## src/rtl/float_divider_pkg.sv

```systemverilog
// rtl/float_divider_pkg.sv - binary32 constants, exponent type and divider state encoding
package float_divider_pkg;

  typedef logic signed [9:0] exp_t;

  localparam exp_t BIAS = 10'sd127;
  localparam exp_t EMIN = -10'sd126;
  localparam exp_t EMAX = 10'sd127;
  localparam logic [30:0] QNAN = 31'h7FC00000;
  localparam logic [30:0] INF  = 31'h7F800000;

  typedef enum logic [3:0] {
    ST_IDLE      = 4'd0,
    ST_UNPACK    = 4'd1,
    ST_NORMALISE = 4'd2,
    ST_DIVIDE    = 4'd3,
    ST_ALIGN     = 4'd4,
    ST_DENORM    = 4'd5,
    ST_ROUND     = 4'd6,
    ST_PACK      = 4'd7,
    ST_OUTPUT    = 4'd8
  } state_e;

endpackage

```

## src/rtl/float_unpack.sv

```systemverilog
// rtl/float_unpack.sv - combinational binary32 field split with special-value flags
module float_unpack
  import float_divider_pkg::*;
(
  input  logic [31:0] word,
  output logic        sign,
  output exp_t        exp_u,
  output logic [23:0] mant,
  output logic        is_zero,
  output logic        is_inf,
  output logic        is_nan
);

  logic [7:0]  field;
  logic [22:0] frac;

  always_comb begin
    field   = word[30:23];
    frac    = word[22:0];
    sign    = word[31];
    is_zero = (field == 8'd0) && (frac == 23'd0);
    is_inf  = (field == 8'hFF) && (frac == 23'd0);
    is_nan  = (field == 8'hFF) && (frac != 23'd0);
    // Denormals share the smallest normal exponent with a zero hidden bit.
    if (field == 8'd0) begin
      exp_u = EMIN;
      mant  = {1'b0, frac};
    end else begin
      exp_u = $signed({2'b00, field}) - BIAS;
      mant  = {1'b1, frac};
    end
  end

endmodule

```

## src/rtl/float_divider.sv

```systemverilog
// rtl/float_divider.sv - iterative binary32 divider, one quotient bit per cycle
module float_divider
  import float_divider_pkg::*;
(
  input  logic        clk,
  input  logic        rst,
  input  logic        in_valid,
  output logic        in_ready,
  input  logic [31:0] a,
  input  logic [31:0] b,
  output logic        out_valid,
  input  logic        out_ready,
  output logic [31:0] z
);

  state_e      state_q, state_d;
  logic [31:0] a_q, a_d, b_q, b_d, z_q, z_d;
  logic        zs_q, zs_d, special_q, special_d;
  exp_t        ae_q, ae_d, be_q, be_d, ze_q, ze_d;
  logic [23:0] am_q, am_d, bm_q, bm_d, m_q, m_d;
  logic [26:0] q_q, q_d;
  logic [24:0] r_q, r_d;
  logic [4:0]  cnt_q, cnt_d;
  logic        g_q, g_d, rd_q, rd_d, st_q, st_d;

  logic        ua_sign, ub_sign, ua_zero, ub_zero, ua_inf, ub_inf, ua_nan, ub_nan;
  exp_t        ua_exp, ub_exp;
  logic [23:0] ua_mant, ub_mant;

  float_unpack u_unpack_a (
    .word(a_q), .sign(ua_sign), .exp_u(ua_exp), .mant(ua_mant),
    .is_zero(ua_zero), .is_inf(ua_inf), .is_nan(ua_nan)
  );

  float_unpack u_unpack_b (
    .word(b_q), .sign(ub_sign), .exp_u(ub_exp), .mant(ub_mant),
    .is_zero(ub_zero), .is_inf(ub_inf), .is_nan(ub_nan)
  );

  logic [24:0] rem;
  logic        q_bit;
  exp_t        ze_calc;
  exp_t        ef;
  logic [24:0] rsum;
  logic        inc;
  logic        zs_w;

  always_comb begin
    state_d   = state_q;
    a_d       = a_q;
    b_d       = b_q;
    z_d       = z_q;
    zs_d      = zs_q;
    special_d = special_q;
    ae_d      = ae_q;
    be_d      = be_q;
    ze_d      = ze_q;
    am_d      = am_q;
    bm_d      = bm_q;
    m_d       = m_q;
    q_d       = q_q;
    r_d       = r_q;
    cnt_d     = cnt_q;
    g_d       = g_q;
    rd_d      = rd_q;
    st_d      = st_q;
    rem       = r_q;
    q_bit     = 1'b0;
    ze_calc   = ze_q;
    ef        = ze_q + BIAS;
    rsum      = {1'b0, m_q};
    inc       = 1'b0;
    zs_w      = ua_sign ^ ub_sign;

    case (state_q)
      ST_IDLE: begin
        if (in_valid) begin
          a_d     = a;
          b_d     = b;
          state_d = ST_UNPACK;
        end
      end
      ST_UNPACK: begin
        zs_d      = zs_w;
        ae_d      = ua_exp;
        be_d      = ub_exp;
        am_d      = ua_mant;
        bm_d      = ub_mant;
        special_d = 1'b1;
        if (ua_nan || ub_nan || (ua_zero && ub_zero) || (ua_inf && ub_inf))
          z_d = {zs_w, QNAN};
        else if (ua_inf || ub_zero)
          z_d = {zs_w, INF};
        else if (ua_zero || ub_inf)
          z_d = {zs_w, 31'd0};
        else
          special_d = 1'b0;
        // Special results pass through PACK so they surface two cycles after accept.
        state_d = special_d ? ST_PACK : ST_NORMALISE;
      end
      ST_NORMALISE: begin
        if (!am_q[23]) begin
          am_d = {am_q[22:0], 1'b0};
          ae_d = ae_q - 10'sd1;
        end else if (!bm_q[23]) begin
          bm_d = {bm_q[22:0], 1'b0};
          be_d = be_q - 10'sd1;
        end else begin
          r_d     = {1'b0, am_q};
          q_d     = 27'd0;
          cnt_d   = 5'd0;
          state_d = ST_DIVIDE;
        end
      end
      ST_DIVIDE: begin
        if (r_q >= {1'b0, bm_q}) begin
          rem   = r_q - {1'b0, bm_q};
          q_bit = 1'b1;
        end
        // rem < bm < 2^24 here, so the shift never drops a set bit.
        r_d   = {rem[23:0], 1'b0};
        q_d   = {q_q[25:0], q_bit};
        cnt_d = cnt_q + 5'd1;
        if (cnt_q == 5'd26) state_d = ST_ALIGN;
      end
      ST_ALIGN: begin
        if (q_q[26]) begin
          m_d     = q_q[26:3];
          g_d     = q_q[2];
          rd_d    = q_q[1];
          st_d    = q_q[0] | (r_q != 25'd0);
          ze_calc = ae_q - be_q;
        end else begin
          m_d     = q_q[25:2];
          g_d     = q_q[1];
          rd_d    = q_q[0];
          st_d    = (r_q != 25'd0);
          ze_calc = ae_q - be_q - 10'sd1;
        end
        ze_d    = ze_calc;
        cnt_d   = 5'd0;
        state_d = (ze_calc < EMIN) ? ST_DENORM : ST_ROUND;
      end
      ST_DENORM: begin
        m_d   = {1'b0, m_q[23:1]};
        g_d   = m_q[0];
        rd_d  = g_q;
        st_d  = st_q | rd_q;
        ze_d  = ze_q + 10'sd1;
        cnt_d = cnt_q + 5'd1;
        if ((ze_d == EMIN) || (cnt_q == 5'd25)) begin
          ze_d    = EMIN;
          state_d = ST_ROUND;
        end
      end
      ST_ROUND: begin
        inc  = g_q & (rd_q | st_q | m_q[0]);
        rsum = {1'b0, m_q} + {24'd0, inc};
        if (rsum[24]) begin
          m_d  = 24'h800000;
          ze_d = ze_q + 10'sd1;
        end else begin
          m_d = rsum[23:0];
        end
        state_d = ST_PACK;
      end
      ST_PACK: begin
        if (!special_q) begin
          if (ze_q > EMAX)
            z_d = {zs_q, INF};
          else if (m_q == 24'd0)
            z_d = {zs_q, 31'd0};
          else if ((ze_q == EMIN) && !m_q[23])
            z_d = {zs_q, 8'd0, m_q[22:0]};
          else
            z_d = {zs_q, ef[7:0], m_q[22:0]};
        end
        state_d = ST_OUTPUT;
      end
      ST_OUTPUT: begin
        if (out_ready) state_d = ST_IDLE;
      end
      default: state_d = ST_IDLE;
    endcase
  end

  always_ff @(posedge clk) begin
    if (rst) begin
      state_q   <= ST_IDLE;
      a_q       <= 32'd0;
      b_q       <= 32'd0;
      z_q       <= 32'd0;
      zs_q      <= 1'b0;
      special_q <= 1'b0;
      ae_q      <= '0;
      be_q      <= '0;
      ze_q      <= '0;
      am_q      <= 24'd0;
      bm_q      <= 24'd0;
      m_q       <= 24'd0;
      q_q       <= 27'd0;
      r_q       <= 25'd0;
      cnt_q     <= 5'd0;
      g_q       <= 1'b0;
      rd_q      <= 1'b0;
      st_q      <= 1'b0;
    end else begin
      state_q   <= state_d;
      a_q       <= a_d;
      b_q       <= b_d;
      z_q       <= z_d;
      zs_q      <= zs_d;
      special_q <= special_d;
      ae_q      <= ae_d;
      be_q      <= be_d;
      ze_q      <= ze_d;
      am_q      <= am_d;
      bm_q      <= bm_d;
      m_q       <= m_d;
      q_q       <= q_d;
      r_q       <= r_d;
      cnt_q     <= cnt_d;
      g_q       <= g_d;
      rd_q      <= rd_d;
      st_q      <= st_d;
    end
  end

  assign in_ready  = (state_q == ST_IDLE);
  assign out_valid = (state_q == ST_OUTPUT);
  assign z         = z_q;

endmodule

```

## config.mk

```make
export PLATFORM = sky130hd
export DESIGN_NAME = float_divider
export DESIGN_NICKNAME = d
export VERILOG_FILES = /design/src/rtl/float_divider_pkg.sv /design/src/rtl/float_unpack.sv /design/src/rtl/float_divider.sv
export SDC_FILE = /design/constraint.sdc
export NUM_CORES = 1
export LEC_CHECK = 0
export CORE_ASPECT_RATIO = 0.5
export CORE_MARGIN = 2
export CORE_UTILIZATION = 30
export DETAILED_ROUTE_END_ITERATION = 8
export PLACE_DENSITY = 0.47
export SYNTH_ARGS = -nofsm -noshare
export SYNTH_HDL_FRONTEND = slang
export SYNTH_SLANG_ARGS = --single-unit
```

## constraint.sdc

```tcl
create_clock -name clk -period 4.4 [get_ports clk]
set_input_delay 0.44 -clock clk [delete_from_list [all_inputs] [get_ports clk]]
set_output_delay 0.44 -clock clk [all_outputs]
set_load 0.02 [all_outputs]
```

==> results.cfg <==
[floorplanning]
initial_core_util_pct = 30.4
count_of_pins_on_the_block_boundary = 102
placeableCoreArea_um2 = 48500
core.rowCount = 57
die_width_um = 317
die_h_um = 161
die-area_um2 = 51000

[yosys]
synth-seq-cells = 264
synth_fp_nets = 2039
synth-compound-area-share_pct = 26.3
synth_area_um2 = 14700
post_synth_inst_count = 1921
synthAdderAreaFrac_pct = 4.35
combinational_family_with_the_most_area_after_synthesis = compound AO/OA/AOI/OAI gates
synth_top_flop_cell = dfxtp_1
yosys-mux-area-fraction_pct = 2.18
post_synth_and_or_nand_nor_area_fraction_pct = 22.2
number_of_flops_mapped_to_enable_cells_by_yosys = 0
synth_sequential_area_ratio_pct = 35.9
synth_xor_xnor_area_share_pct = 3.60
yosysUniqueCellTypes = 76
synth.yosys.warnings = 0
postSynth.asyncResetShare_pct = 0
syn-mean-instance-area_um2 = 7.66

[cts]
cts_tree = built
clock_latency_ps = 570
clockRootBuffer = clkbuf_16
cts_repair_resize_count = 0
cts_setup_buffers = 0
holdBufCountCts = 0
numClockSinks = 264
ctsHtreeMaxLevel = 1
cts_max_path_buffers = 3
cts_inserted_buffers = 28
worst_setup_hold_path_clk_slew_ps = 60

[setup_path]
rr_startpoint = be_q[0]$_SDFFE_PP0P_
endpoint_of_the_most_critical_register_to_register_path = state_q[1]$_SDFFE_PP0P_
worst_setup_path_start_kind = flop
reg2regPathDepth = 11
critPathMaxFanout = 36
timing_worst_setup_path_type = flop to output port
critPathRequiredTime_ps = 3960
worst_ep_arrival_time_ps = 2870
cp-end-kind = output port
regToRegSetupSlack_ps = 1290

[route]
routed_via_density = 5.31
wl_per_cell_um = 18.0
vias = 13900
route.final.wire_length_um = 47200
detail_route.drc_violations = 0
drt.antenna.violating_nets = 0
drt_first_pass_iters = 5
initialDrtViolationCount = 990

[timing]
final.setup_skew_ps = 10.6
number_of_pins_with_negative_max_slew_slack_in_the_final_report = 0
timing_worst_slew_pin_value_ps = 1130
slew-limit-headroom_pct = 24.6
fmax_mhz = 302
rsz0062_at_grt = no
fin_ws_ps = 1090
timing.hold.ws_ps = 355
period_minus_slack_ps = 3310
hold_violations = 0
setup_viol = 0
accumulated_negative_setup_slack_ps = 0
post_route_clock_period_utilization_pct = 75.2

[final_layout]
layout.cells.most_common = nand2_1
layout.cells.most_common_list = nand2_1 (290), dfxtp_1 (263), a21oi_1 (210)
layout.filler_cells = 5152
fin_nets = 2069
drive_above_1_share_pct = 6.30
insertedDiodeCount = 0
growth_of_design_area_from_synthesis_to_finish_pct = 17.1

[run_status]
status = complete, no violations

[global_route]
grt.overflow.total = 0
grt_start_max_net_pins = 142
first_global_vias = 13200
global_route_wire_length_before_repair_um = 76300
grt_antenna_before_repair = 0
grt_usage_pct = 18.4

[min_path]
hp-class = input pin to flop
hold_ep = q_q[3]$_SDFFE_PP0P_
hold_depth = 2
hold_wc_startpoint = rst

[power_and_ir_drop]
power.leakage_nw = 5.93
max-vdd-ir-drop_v = 0.000254
total_power_w = 0.0102
powerDensity_nw_per_um2 = 593

[job]
max-cap-violations = 0

[place]
routability_congestion_estimate_from_global_placement = 0.827
pre_cts_slack_ps = 1280
place_hpwl_um = 33200
numPortBuffers = 101
[worst max-delay path by stage]
stage / slack (ps) / to / depth (start not counted) / startpoint
floorplan: 1690 / state_q[0]$_SDFFE_PP0P_ / 12 / ae_q[0]$_SDFFE_PP0P_
global placement: 1350 / ze_q[2]$_SDFFE_PP0P_ / 9 / ze_q[0]$_SDFFE_PP0P_
detailed placement: 1280 / state_q[0]$_SDFFE_PP0P_ / 11 / be_q[0]$_SDFFE_PP0P_
CTS: 1010 / in_ready / 4 / state_q[1]$_SDFFE_PP0P_
global route: 910 / state_q[1]$_SDFFE_PP0P_ / 12 / ae_q[0]$_SDFFE_PP0P_
finish: 1090 / in_ready / 4 / state_q[1]$_SDFFE_PP0P_
[registers in the layout (all words and copies together), names as in the netlist, 4 cells and up]
register / cells
cnt_q: 5
be_q: 10
b_q: 32
r_q: 25
am_q: 24
ae_q: 10
state_q: 4
ze_q: 10
q_q: 27
z: 32
bm_q: 24
a_q: 32
m_q: 24
[final cells by class]
| cell class | instances | area [um2] | share of cell area (%) |
|---|---|---|---|
| clock buffer | 40 | 827 | 4.80 |
| clock inverter | 8 | 120 | 0.697 |
| inverter | 63 | 236 | 1.37 |
| multi-input combinational | 1459 | 8660 | 50.3 |
| sequential | 264 | 5290 | 30.7 |
| tap | 649 | 812 | 4.71 |
| timing repair buffer | 135 | 1290 | 7.50 |
[metal layers]
layer / global-route usage [%] / part of all wire (%)
met1: 27.3 / 51
met3: 2.27 / 3.4
met4: 3.50 / 1.8
met2: 28.5 / 44
met5: 0 / 0
[metrics by stage]
step	cells	util [%]	area (um2)
floorplan	1921	-	14700
global placement	2570	33.6	16300
detailed placement	2570	33.6	16300
CTS	2618	35.5	17200
global route	2618	35.5	17200
finish	2618	35.5	17200
[critical path: stages, from the launching register on]
cell             delay [ps]
dfxtp_1                 320
buf_4                   250
or2_2                   520
nor3_1                  480
clkdlybuf4s50_1         720
[power breakdown]
part / switching, W / internal (W) / leakage [nW]
clock: 0.00106 / 0.00147 / 0.461
combinational: 0.00284 / 0.00176 / 3.32
sequential: 0.000371 / 0.00272 / 2.15
[cell usage after synthesis, drive strengths merged, types with 10 or more instances]
cell | n | area share (%)
a211oi | 61 | 3.1
a21o | 10 | 0.51
a21oi | 210 | 7.1
a22oi | 55 | 2.8
a31oi | 26 | 1.1
and3 | 16 | 0.68
buf | 30 | 1.2
clkbuf | 105 | 2.7
dfxtp | 264 | 36
ha | 48 | 4.1
inv | 61 | 1.6
mux2i | 23 | 1.6
nand2 | 292 | 7.4
nand2b | 13 | 0.55
nand3 | 70 | 2.4
nand4 | 17 | 0.72
nor2 | 163 | 4.2
nor2b | 12 | 0.51
nor3 | 58 | 2.0
nor4 | 28 | 1.4
o211ai | 29 | 1.5
o21ai | 95 | 3.3
o22ai | 15 | 0.64
o31ai | 11 | 0.56
or3 | 11 | 0.47
xnor2 | 37 | 2.2
xor2 | 21 | 1.2
[logic make-up after synthesis]
logic type | Yosys count
muxes | 31
and+or+nand+nor | 716
buffers and inverters | 198
AOI/OAI and AO/OA | 603
DFF | 264
adders and majority gates | 50
xor gates and xnor gates | 59
Power figures use the tool's default switching activity.
